<file path="config.mk">
export PLATFORM = sky130hd
export DESIGN_NAME = pll_reconf_seq
export DESIGN_NICKNAME = d
export VERILOG_FILES = /design/src/rtl/pll_reconf_seq.sv
export SDC_FILE = /design/constraint.sdc
export NUM_CORES = 1
export LEC_CHECK = 0
export ABC_CLOCK_PERIOD_IN_PS = 2900
export CAP_MARGIN = 20
export CORE_ASPECT_RATIO = 1.5
export CORE_MARGIN = 4
export CORE_UTILIZATION = 47
export DETAILED_ROUTE_END_ITERATION = 6
export PLACE_DENSITY = 0.73
export REMOVE_ABC_BUFFERS = 1
export SYNTH_ARGS = -nofsm -noshare
export SYNTH_HDL_FRONTEND = slang
export SYNTH_SLANG_ARGS = --single-unit
</file>
<file path="constraint.sdc">
create_clock -name clk -period 2.9 [get_ports clk]
set_input_delay 0.435 -clock clk [delete_from_list [all_inputs] [get_ports clk]]
set_output_delay 0.435 -clock clk [all_outputs]
set_load 0.05 [all_outputs]
</file>
<file path="src/rtl/pll_reconf_seq.sv">
// Runtime reprogramming sequencer for one S018PLLGS_LC PLL (clk_25m domain).
// In: clk, aresetn, req_mul/div/bp/oe. Out: pll_m/n/od/bp/oe, dom_rstn, busy, cfg_err.
module pll_reconf_seq #(
  parameter logic [7:0] DEF_MUL      = 8'd46,
  parameter logic [7:0] DEF_DIV      = 8'h22,
  parameter logic       DEF_BP       = 1'b0,
  parameter logic       DEF_OE       = 1'b0,
  parameter int         SETTLE_CYC   = 16,
  parameter int         RST_LEAD_CYC = 8,
  parameter int         GATE_CYC     = 4,
  parameter int         LOCK_CYC     = 2500,
  parameter int         RST_TAIL_CYC = 8,
  parameter int         CNT_W        = 16
) (
  input  logic       clk,
  input  logic       aresetn,
  input  logic [7:0] req_mul,
  input  logic [7:0] req_div,
  input  logic       req_bp,
  input  logic       req_oe,
  output logic [8:0] pll_m,
  output logic [4:0] pll_n,
  output logic [3:0] pll_od,
  output logic       pll_bp,
  output logic       pll_oe,
  output logic       dom_rstn,
  output logic       busy,
  output logic       cfg_err
);

  typedef enum logic [2:0] {
    S_IDLE, S_LEAD, S_GATE, S_APPLY,
    S_LOCK, S_UNGATE, S_TAIL
  } state_t;

  localparam logic [CNT_W-1:0] L_SET  = CNT_W'(SETTLE_CYC - 1);
  localparam logic [CNT_W-1:0] L_LEAD = CNT_W'(RST_LEAD_CYC - 1);
  localparam logic [CNT_W-1:0] L_GATE = CNT_W'(GATE_CYC - 1);
  localparam logic [CNT_W-1:0] L_LOCK = CNT_W'(LOCK_CYC - 1);
  localparam logic [CNT_W-1:0] L_TAIL = CNT_W'(RST_TAIL_CYC - 1);

  state_t           r_state, w_nxt;
  logic [CNT_W-1:0] r_cnt, w_lim;
  logic [15:0]      r_prev, r_sh;
  logic             r_hold;
  logic [7:0]       r_mul, r_div;
  logic             r_bp, r_oe, r_rstn, r_busy, r_err;
  logic [7:0]       w_mul_n, w_div_n;
  logic             w_bp_n, w_oe_n, w_rstn_n, w_busy_n, w_err_n;

  logic [15:0] w_req;
  logic        w_same, w_mis, w_valid, w_arm;
  logic        w_settled, w_go, w_bad, w_done;

  assign w_req     = {req_mul, req_div};
  assign w_same    = (w_req == r_prev);
  assign w_mis     = (w_req != {r_mul, r_div});
  assign w_valid   = (|req_div[4:0]) && (|req_mul);
  // r_hold blocks re-evaluation of a rejected request until it changes
  assign w_arm     = w_same && w_mis && !r_hold;
  assign w_settled = (r_state == S_IDLE) && w_arm && (r_cnt == L_SET);
  assign w_go      = w_settled && w_valid;
  assign w_bad     = w_settled && !w_valid;
  assign w_done    = (r_cnt == w_lim);

  always_comb begin
    w_lim = '0;
    unique case (r_state)
      S_LEAD:  w_lim = L_LEAD;
      S_GATE:  w_lim = L_GATE;
      S_LOCK:  w_lim = L_LOCK;
      S_TAIL:  w_lim = L_TAIL;
      default: w_lim = '0;
    endcase
  end

  always_ff @(posedge clk or negedge aresetn) begin
    if (!aresetn) begin
      r_state <= S_IDLE;
    end else begin
      r_state <= w_nxt;
    end
  end

  always_comb begin
    w_nxt = r_state;
    unique case (r_state)
      S_IDLE:   if (w_go)   w_nxt = S_LEAD;
      S_LEAD:   if (w_done) w_nxt = S_GATE;
      S_GATE:   if (w_done) w_nxt = S_APPLY;
      S_APPLY:  if (w_done) w_nxt = S_LOCK;
      S_LOCK:   if (w_done) w_nxt = S_UNGATE;
      S_UNGATE: if (w_done) w_nxt = S_TAIL;
      S_TAIL:   if (w_done) w_nxt = S_IDLE;
      default:  w_nxt = S_IDLE;
    endcase
  end

  always_comb begin
    w_mul_n  = r_mul;
    w_div_n  = r_div;
    w_bp_n   = r_bp;
    w_oe_n   = r_oe;
    w_rstn_n = r_rstn;
    w_busy_n = r_busy;
    w_err_n  = r_err;
    unique case (r_state)
      S_IDLE: begin
        // bp/oe-only changes need no sequence
        if (!w_mis) begin
          w_bp_n = req_bp;
          w_oe_n = req_oe;
        end
        if (w_go) begin
          w_busy_n = 1'b1;
          w_rstn_n = 1'b0;
          w_err_n  = 1'b0;
        end
        if (w_bad) w_err_n = 1'b1;
      end
      S_LEAD: begin
        if (w_done) begin
          w_bp_n = 1'b1;
          w_oe_n = 1'b0;
        end
      end
      S_APPLY: begin
        w_mul_n = r_sh[15:8];
        w_div_n = r_sh[7:0];
      end
      S_UNGATE: begin
        w_bp_n = req_bp;
        w_oe_n = req_oe;
      end
      S_TAIL: begin
        if (w_done) begin
          w_rstn_n = 1'b1;
          w_busy_n = 1'b0;
        end
      end
      default: begin
        w_busy_n = r_busy;
      end
    endcase
  end

  always_ff @(posedge clk or negedge aresetn) begin
    if (!aresetn) begin
      r_mul  <= DEF_MUL;
      r_div  <= DEF_DIV;
      r_bp   <= DEF_BP;
      r_oe   <= DEF_OE;
      r_rstn <= 1'b1;
      r_busy <= 1'b0;
      r_err  <= 1'b0;
    end else begin
      r_mul  <= w_mul_n;
      r_div  <= w_div_n;
      r_bp   <= w_bp_n;
      r_oe   <= w_oe_n;
      r_rstn <= w_rstn_n;
      r_busy <= w_busy_n;
      r_err  <= w_err_n;
    end
  end

  always_ff @(posedge clk or negedge aresetn) begin
    if (!aresetn) begin
      r_cnt  <= '0;
      r_prev <= {DEF_MUL, DEF_DIV};
      r_sh   <= {DEF_MUL, DEF_DIV};
      r_hold <= 1'b0;
    end else begin
      r_prev <= w_req;
      if (r_state == S_IDLE) begin
        r_cnt <= (w_arm && !w_settled) ? r_cnt + 1'b1 : '0;
        if (!w_same)    r_hold <= 1'b0;
        else if (w_bad) r_hold <= 1'b1;
        if (w_go) r_sh <= w_req;
      end else begin
        r_cnt <= w_done ? '0 : r_cnt + 1'b1;
      end
    end
  end

  assign pll_m    = {1'b0, r_mul};
  assign pll_n    = r_div[4:0];
  assign pll_od   = {1'b0, r_div[7:5]};
  assign pll_bp   = r_bp;
  assign pll_oe   = r_oe;
  assign dom_rstn = r_rstn;
  assign busy     = r_busy;
  assign cfg_err  = r_err;

endmodule

</file>
# Yosys cells after proc, flatten, opt, wreduce, memory -nomap -nowiden
# Index checks and enable logic that the tools add are counted.
dict set report word_totals {
  ff_bits 73
  in_bits 20
  output_inout_bits 23
  wordCells 81
}
dict set report op_classes {
  addsub 1
  eq_ne 19
  muxes 25
  reduce_logical 24
}
# op count
set ops {}
lappend ops {{16-bit 2-to-1 mux} 3}
lappend ops {{12-bit one-hot mux with 3 select lines} 1}
lappend ops {{16-bit equality test} 2}
lappend ops {{3-bit 2-to-1 mux} 7}
lappend ops {{3-bit one-hot mux with 7 select lines} 1}
lappend ops {{16-bit by 1-bit adder with 16-bit output (second input constant)} 1}
lappend ops {{16-bit by 4-bit equality test with 1-bit output (second input constant)} 1}
lappend ops {{16-bit != test} 1}
lappend ops {{2-bit != test (second input constant)} 8}
lappend ops {{3-bit equality test (second input constant)} 3}
lappend ops {{1-bit 2-to-1 mux} 9}
lappend ops {{1-bit logical AND} 8}
lappend ops {{8-bit OR reduction} 1}
lappend ops {{7-bit AND reduction} 1}
lappend ops {{3-bit by 2-bit equality test with 1-bit output (second input constant)} 2}
lappend ops {{1-bit one-hot mux with 3 select lines} 2}
lappend ops {{2-bit AND reduction} 3}
lappend ops {{3-bit AND reduction} 2}
lappend ops {{5-bit OR reduction} 1}
lappend ops {{1-bit one-hot mux with 2 select lines} 2}
lappend ops {{2-bit nonzero test} 2}
lappend ops {{3-bit by 1-bit equality test with 1-bit output (second input constant)} 1}
lappend ops {{1-bit logical NOT} 3}
lappend ops {{3-bit logical NOT} 1}
lappend ops {{other kinds (3)} 3}

# Longest topological paths before layout
# Gate-level depths: netlist of run 1.
dict set report logic_depth {
  ltp_word 9
  depth_mapped 8
  ltp_nobuf 6
}

# Least setup slack after synthesis of run 1
# Ideal clock, no wire load.
dict set report synth_path {
  path_type {register to register}
  from {reg r_cnt[7]}
  to {reg r_sh[2]}
  setup_time_ns 0.125
  arrival_ns 2.014
  required_ns 2.775
  path_slack_ns 0.760
  stages_incl_launch_ff 8
  n_path_buf 2
  synth_period_minus_slack_ns 2.140
  path_cell_list {dfrtp_1 buf_6 or4_4 nor4_4 and2_4 nand4_4 buf_6 mux2_4}
}
dict set report synth_between {
  elab_chain_len 4
}
# item line_no
set synth_rtl {}
lappend synth_rtl {{start, declared} 43} ;# logic [CNT_W-1:0] r_cnt, w_lim;
lappend synth_rtl {{start signal, assigned} 176} ;# r_cnt <= (w_arm && !w_settled) ? r_cnt + 1'b1 : '0;
lappend synth_rtl {{start signal, assigned} 181} ;# r_cnt <= w_done ? '0 : r_cnt + 1'b1;
lappend synth_rtl {{16-bit by 4-bit equality test with 1-bit output} 61} ;# assign w_settled = (r_state == S_IDLE) && w_arm && (r_cnt == L_SET);
lappend synth_rtl {{1-bit logical AND} 61}
lappend synth_rtl {{1-bit logical AND} 62} ;# assign w_go = w_settled && w_valid;
lappend synth_rtl {{2-bit AND reduction (no line)} n/a}
lappend synth_rtl {{end signal, assigned} 171} ;# r_sh <= {DEF_MUL, DEF_DIV};
lappend synth_rtl {{end signal, assigned} 179} ;# if (w_go) r_sh <= w_req;
lappend synth_rtl {{end, declared} 44} ;# logic [15:0] r_prev, r_sh;
# No other way between the ends.
# A chain may end at the register's enable or synchronous reset.

# Final worst setup path of run 1
dict set report layout_path {
  from {reg r_cnt[4]}
  to {reg r_cnt[14]}
}
dict set report layout_between {
  elab_chain_len 6
  word_cells_on_any_way 9
  classes_between {add/sub (1); eq/ne (2); mux (3); reduce/logical (3)}
}
# item line_no
set layout_rtl {}
lappend layout_rtl {{branches (longest 5 deep; another with 16-bit by 1-bit adder with 16-bit output)} n/a}
lappend layout_rtl {{16-bit 2-to-1 mux *} 175} ;# if (r_state == S_IDLE) begin
# Mark *: on every way between the ends.

==> run summary, run 1 <==
The post-route fraction of the period consumed by the critical path is 0.808. The total chip power came out at 1.92 mW. The mean area per synthesized cell came out at 12.3 um2. The setup TNS came out at 0 ns.

For this design the ratio of total power to cell area is 452 mW/mm2. The simple-gate portion of the synthesized area came out at 0.130. The number of global-route vias before repair is 2338. Counting flops with a built-in enable in the synthesized netlist gives 0. After detailed routing, the number of vias per cell comes to 5.27.

Static timing analysis puts the maximum clock frequency at 427 MHz. The count of unresolved DRC violations after routing came out at 0. The relative area change from synthesis to final layout is 20.1%.

The number of DRC markers in iteration 0 is 62. The routability-driven placement congestion ratio came out at 0.792. The cell at the root of the clock tree is sky130_fd_sc_hd__clkbuf_8. The wire length after detailed routing is 6770 um. The fraction of synthesized cell area in xor and xnor cells came out at 0.119. Setup repair after global routing left no endpoint under its margin.

Of the cells placed in the final design, the portion with a size suffix greater than 1 is 0.254. The net count of the finished layout came out at 355. The share of the yosys chip area belonging to registers came out at 0.523.

Setup violations remaining at the end of the flow were counted as 0. By count the netlist is led by sky130_fd_sc_hd__dfrtp_1 (54), sky130_fd_sc_hd__xnor2_1 (24), sky130_fd_sc_hd__xor2_1 (24). The height of the die is 114 um. The leading register cell type out of synthesis is sky130_fd_sc_hd__dfrtp_1.

The via count of the routed design came out at 2312. The min-delay analysis places its worst path in the category in -> async. The placement row count came out at 38. The adder and majority cell fraction of the synthesized area is 0.00353. Registers take 0.00185 mm2. The post-synthesis cell count is 288. The worst setup path is launched from a flip-flop. The top cell type by total area after synthesis is sky130_fd_sc_hd__dfrtp_1. The total global-route track usage came out at 0.165. The number of buffers added to fix hold violations after cts came out at 0. The placement-stage cell area is 0.00406 mm2.

Counting along the longest clock path gives a buffer depth of 2. The maximum net fanout on the critical path came out at 10. Yosys attributes the largest share of cell area to sky130_fd_sc_hd__dfrtp_1 (38%), sky130_fd_sc_hd__dfstp_2 (14%), sky130_fd_sc_hd__mux2_4 (6.8%), sky130_fd_sc_hd__mux2_2 (6.0%), sky130_fd_sc_hd__xnor2_1 (5.9%).

Across the run, the number of max-cap violations was 0. The final cell utilization of the core came out at 0.585. The number of port buffers came out at 40. The async set-or-reset flop fraction in the synthesized netlist is 1.00. The mux share of post-synthesis cell area is 0.131. The compound-cell area share of the yosys netlist came out at 0.0618. Pin placement for this block handled 43 I/O pins. The half-perimeter wire length of the detailed placement result came out at 4860 um. After synthesis, the largest family of logic cells by area is multiplexers. The first TritonRoute pass finished after 4 iterations. The TritonCTS clock tree is yes. The clock net sink count came out at 73. Clock tree synthesis inserted a total of 9 buffers. The mapped cell area is 0.00354 mm2. The largest clock skew in the final design is 0.0114 ns. The filler cell count is 605.

Global routing finished with a remaining overflow of 0. The detail route stage leaves a number of antenna-violating nets equal to 0. The repair_antennas step left the layout with diodes totalling 0. The register clock-pin slew on the reported worst setup and hold paths is 0.07 ns. The minimum period implied by the final worst setup slack came out at 2.34 ns. The initial antenna violation count is 0.

The leakage dissipation is 1.89 nW. The effective utilization at floorplan came out at 0.487. The data required time of the critical path came out at 3.13 ns.

The total setup buffers inserted after CTS came out at 0. The number of distinct standard cells referenced by the synthesized netlist came out at 46. The floorplan step defined a core boundary enclosing 0.00727 mm2. The cell area after layout came out at 0.00425 mm2. The total die area is 0.00902 mm2. The number of H-tree levels came out at 3. The detailed-route wire length per cell is 15.4 um.

In the post-synthesis netlist, the cell with the most instances is sky130_fd_sc_hd__dfrtp_1. The worst setup path category is reg -> reg. The maximum vdd drop is 390 uV. The footprint of the multi-input gates came out at 0.00159 mm2. The wire length of the first global-routing pass came out at 11400 um.

The number of warnings printed during yosys synthesis came out at 0. The run finished with clean final reports. For the pin with the worst max-slew slack, the measured transition is 0.796 ns.

The number of max-slew violations in the final report is 0. The clock latency on the worst-skew pair came out at 0.35 ns. Measured along the x axis, the die boundary spans 78.9 um.

Data arrives at the worst endpoint at 2.57 ns. The final count of hold timing violations came out at 0. The largest net degree at the start of global routing came out at 43. The endpoint type of the worst setup path is a flip-flop.

The fraction of post-synthesis cell area in the top cell type by area is 0.382. In this run, synthesis produced a sequential element count of 73. The count of instances resized after the clock tree is built is 0. The normalized max-slew margin came out at 0.468.
final cells by class:
cell class	count	area share
Clock inverter	3	0.00941
Tap cell	100	0.0294
Inverter	6	0.00530
Sequential cell	73	0.435
Clock buffer	13	0.0350
Timing Repair Buffer	48	0.113
Multi-Input combinational cell	196	0.373
logic make-up after synthesis:
group / after synthesis
xor gates and xnor gates: 48
muxes: 36
and+or+nand+nor: 74
buffers and inverters: 20
other: 1
adders and majority gates: 1
DFF: 73
AOI/OAI and AO/OA: 35
registers in the layout, indices dropped and copies added, names as in the netlist:
register	count
pll_bp	1
pll_oe	1
cfg_err	1
busy	1
r_cnt	16
dom_rstn	1
r_prev	16
r_hold	1
r_sh	16
r_state	3
r_div	8
r_mul	8
layout by cell type (no fill, tap or decap), types with 5 or more instances in the layout:
cell type,synthesis,layout
sky130_fd_sc_hd__a21oi_1,17,17
sky130_fd_sc_hd__buf_4,3,6
sky130_fd_sc_hd__clkbuf_8,0,10
sky130_fd_sc_hd__clkdlybuf4s50_1,0,39
sky130_fd_sc_hd__dfrtp_1,54,54
sky130_fd_sc_hd__dfstp_2,19,19
sky130_fd_sc_hd__inv_1,6,6
sky130_fd_sc_hd__mux2_2,19,19
sky130_fd_sc_hd__mux2_4,16,16
sky130_fd_sc_hd__nand2_1,15,15
sky130_fd_sc_hd__nand3_1,7,7
sky130_fd_sc_hd__nand4_1,10,10
sky130_fd_sc_hd__nor2_1,10,10
sky130_fd_sc_hd__nor3_1,5,5
sky130_fd_sc_hd__nor4_1,8,8
sky130_fd_sc_hd__xnor2_1,24,24
sky130_fd_sc_hd__xor2_1,24,24
worst paths after layout:
| kind | start | to | slack (ns) | cells past startpoint |
|---|---|---|---|---|
| setup / recovery | r_cnt[4] | r_cnt[14] | 0.56 | 6 |
| max in group asynchronous | aresetn | dom_rstn | 2.02 | 2 |
| hold reg to reg | r_cnt[0] | r_cnt[0] | 0.49 | 1 |
| min in group clk | r_cnt[0] | r_cnt[0] | 0.49 | 1 |
| setup reg to reg | r_cnt[4] | r_cnt[14] | 0.56 | 6 |
| hold / removal | aresetn | r_sh[4] | 0.13 | 1 |
layer usage:
| metal | vias to the layer above | GRT usage | routed length [um] |
|---|---|---|---|
| met4 | 0 | 0.0791 | 138 |
| li1 | 1108 | - | - |
| met3 | 11 | 0.0346 | 197 |
| met1 | 1160 | 0.190 | 2800 |
| met5 | - | 0 | 0 |
| met2 | 33 | 0.289 | 3630 |
critical path, cell delays in order, from the launching register on:
cell                       delay (ns)
sky130_fd_sc_hd__dfrtp_1         0.44
sky130_fd_sc_hd__or4_4           0.58
sky130_fd_sc_hd__nor3_1          0.19
sky130_fd_sc_hd__nand4b_2        0.28
sky130_fd_sc_hd__o21ai_2         0.42
sky130_fd_sc_hd__buf_4           0.24
sky130_fd_sc_hd__a21oi_1         0.07
metrics by stage:
stage	std cells	setup slack [ns]	hold slack, ns
final	439	0.558	0.135
after detailed placement	423	0.139	0.475
after global routing	439	0.419	0.182
after CTS	439	0.507	0.146
after floorplan	275	0.601	0.139
after global placement	423	0.219	0.464
report_power, final:
group / switching, mW / total (mW) / internal [mW]
combinational: 0.0612 / 0.109 / 0.0473
sequential: 0.00493 / 1.04 / 1.03
clock: 0.357 / 0.776 / 0.419
total: 0.423 / 1.92 / 1.50
No activity file was read; power rests on OpenSTA's default activity.
==> run 2, diff against run 1 <==
ABC_CLOCK_PERIOD_IN_PS = 2300   (was 2900)
clock period = 2.3 ns   (was 2.9 ns; I/O delays follow)
==> run summary, run 2 (synthesis results as in run 1) <==
The slowest stage of the critical path belongs to the cell sky130_fd_sc_hd__or4_4. No sink is reached through more buffers than the 2 on the longest clock path. The critical path in this run is classified as reg -> reg. After detailed routing, the number of vias per cell comes to 5.17. Max-cap violations in this run came to 0. The slew at the pin closest to its max-slew limit is 0.587 ns. The cell count of the worst reg-to-reg path is 5. Before CTS, the worst setup slack after placement is -0.189 ns. The half-perimeter wire length of the detailed placement result is 5510 um.

The register clock-pin slew on the reported worst setup and hold paths came out at 0.08 ns. The worst hold path begins at r_cnt[0]. The worst hold margin came out at 0.485 ns.

The largest incremental delay on the critical path came out at 0.56 ns. The die boundary width came out at 78.9 um. The share of final-layout standard cells stronger than drive strength 1 is 0.337. The count of cells along the worst hold path came out at 1. The wire length of the first global-routing pass is 12400 um. The placement row count came out at 38. The critical path goes through or4_4, nor3_1, nand4b_4, o31a_1, mux2_2. The post-route non-filler standard cell count is 477. The total global-route track usage is 0.179. The final cell utilization of the core is 0.640. The slack of the critical path is 0.0635 ns.

TritonCTS built the clock tree. The library cell used most frequently in the layout, excluding fill and tap cells, is sky130_fd_sc_hd__dfrtp_1. The critical path startpoint category is a flip-flop. In this run the critical register-to-register path is launched from r_cnt[12]. The post-route fraction of the period consumed by the critical path came out at 0.972.

The number of DRC markers in iteration 0 came out at 110. Entering global routing, the biggest net connects 41 pins. Dividing the detail-routed wire length by the instance count gives 15.7 um. The effective utilization at floorplan came out at 0.487. The antenna diode count came out at 0. The cell at the root of the clock tree is sky130_fd_sc_hd__clkbuf_8.

The highest achievable clock rate came out at 447 MHz. The area of the core is 0.00727 mm2. Setup violations remaining at the end of the flow were counted as 0. The number of port buffers is 40. The critical path starts at r_cnt[12]. For this run, the detailed router's first-pass iteration total came to 4. The power per unit of standard cell area is 609 mW/mm2. The total die area came out at 0.00902 mm2. The count of unresolved DRC violations after routing came out at 0. STA classifies the critical path endpoint as a flip-flop. In the layout the commonest cells are sky130_fd_sc_hd__dfrtp_1 (54), sky130_fd_sc_hd__buf_4 (40), sky130_fd_sc_hd__clkdlybuf4s50_1 (39), sky130_fd_sc_hd__xnor2_1 (24), sky130_fd_sc_hd__xor2_1 (24).

The number of H-tree levels is 3. The number of max-slew violations in the final report is 0. The largest clock skew in the final design is 0.00534 ns.

The data arrival time at the worst-slack endpoint is 2.48 ns. Headroom to the max-slew limit came out at 0.606. The final count of hold timing violations was 0. The top-level I/O count is 43. From synthesis to final layout, the design area changed by 31.4%. Across all layers, the routed design uses 2466 vias. In this run the remaining antenna-violating nets after routing total 0. The wire length after detailed routing came out at 7480 um. The largest registers in the layout are r_cnt x16, r_prev x16, r_sh x16. The maximum net fanout on the critical path came out at 10. The clock buffer count from CTS came out at 9.

The tightest min-delay check is of the reg -> reg type. In the final design database the tool counted 393 nets. The number of placed cells counting well taps came out at 459. The setup TNS is 0 ns. Data on the critical path is required at its endpoint by 2.54 ns. The clock latency on the worst-skew pair came out at 0.35 ns. Setup repair after global routing could not meet its margin everywhere. The routability-driven placement congestion ratio came out at 0.829. The worst path in the final design needs a cycle of 2.24 ns, including I/O delays and setup. The clock net sink count came out at 73.

The number of global-route vias before repair is 2526. The leakage dissipation came out at 2.14 nW. IR analysis of the VDD net gives a maximum drop of 400 uV. The total grt overflow came out at 0. From bottom edge to top edge, the die measures 114 um. The flow ran to the end, and the final reports show no timing, DRC or antenna violations. The initial antenna violation count came out at 0.
run 2: critical path: cells and delay by family (launching register included):
family	cells	cell delay, ns
AO/OA/AOI/OAI	1	0.34
multiplexers	1	0.26
AND/OR/NAND/NOR	3	1.12
flip-flops	1	0.40
run 2: through the flow:
| step | power [mW] | instance area, um2 |
|---|---|---|
| after floorplan | 1.38 | 3460 |
| after global placement | 1.50 | 4330 |
| after detailed placement | 1.50 | 4330 |
| after CTS | 2.87 | 4620 |
| after global routing | 2.94 | 4650 |
| final | 2.84 | 4650 |
run 2: repair_timing:
item                                   in CTS  in global routing
resized for setup                           0                  5
hold buffers                                1                  0
setup buffers                               0                  1
setup endpoints to repair                   0                 16
endpoints found under the hold margin      36                  0
run 2: final cells by class:
cell class                 instances  area (um2)
multi-input combinational        196        1600
sequential                        73        1850
fill                             565        2620
tap                              100         125
inverter                           6        22.5
timing repair buffer              86         779
clock inverter                     5         125
clock buffer                      11         151
run 2: worst paths after layout:
check / endpoint / slack [ns]
max: pll_oe / 0.06
min: r_cnt[0] / 0.49
max reg2reg: pll_oe / 0.06
min reg2reg: r_cnt[0] / 0.49
max in group asynchronous: r_sh[10] / 1.37
min in group asynchronous: r_cnt[9] / 0.51
run 2: power breakdown:
| group | switching (mW) | internal (mW) | total (mW) |
|---|---|---|---|
| Clock | 0.471 | 0.888 | 1.36 |
| Sequential | 0.00673 | 1.30 | 1.31 |
| Combinational | 0.0837 | 0.0831 | 0.167 |
run 2: routing by layer:
layer	track usage	wire length, um
met1	0.208	2980
met2	0.323	4170
met3	0.0386	209
met4	0.0654	114
met5	0	0
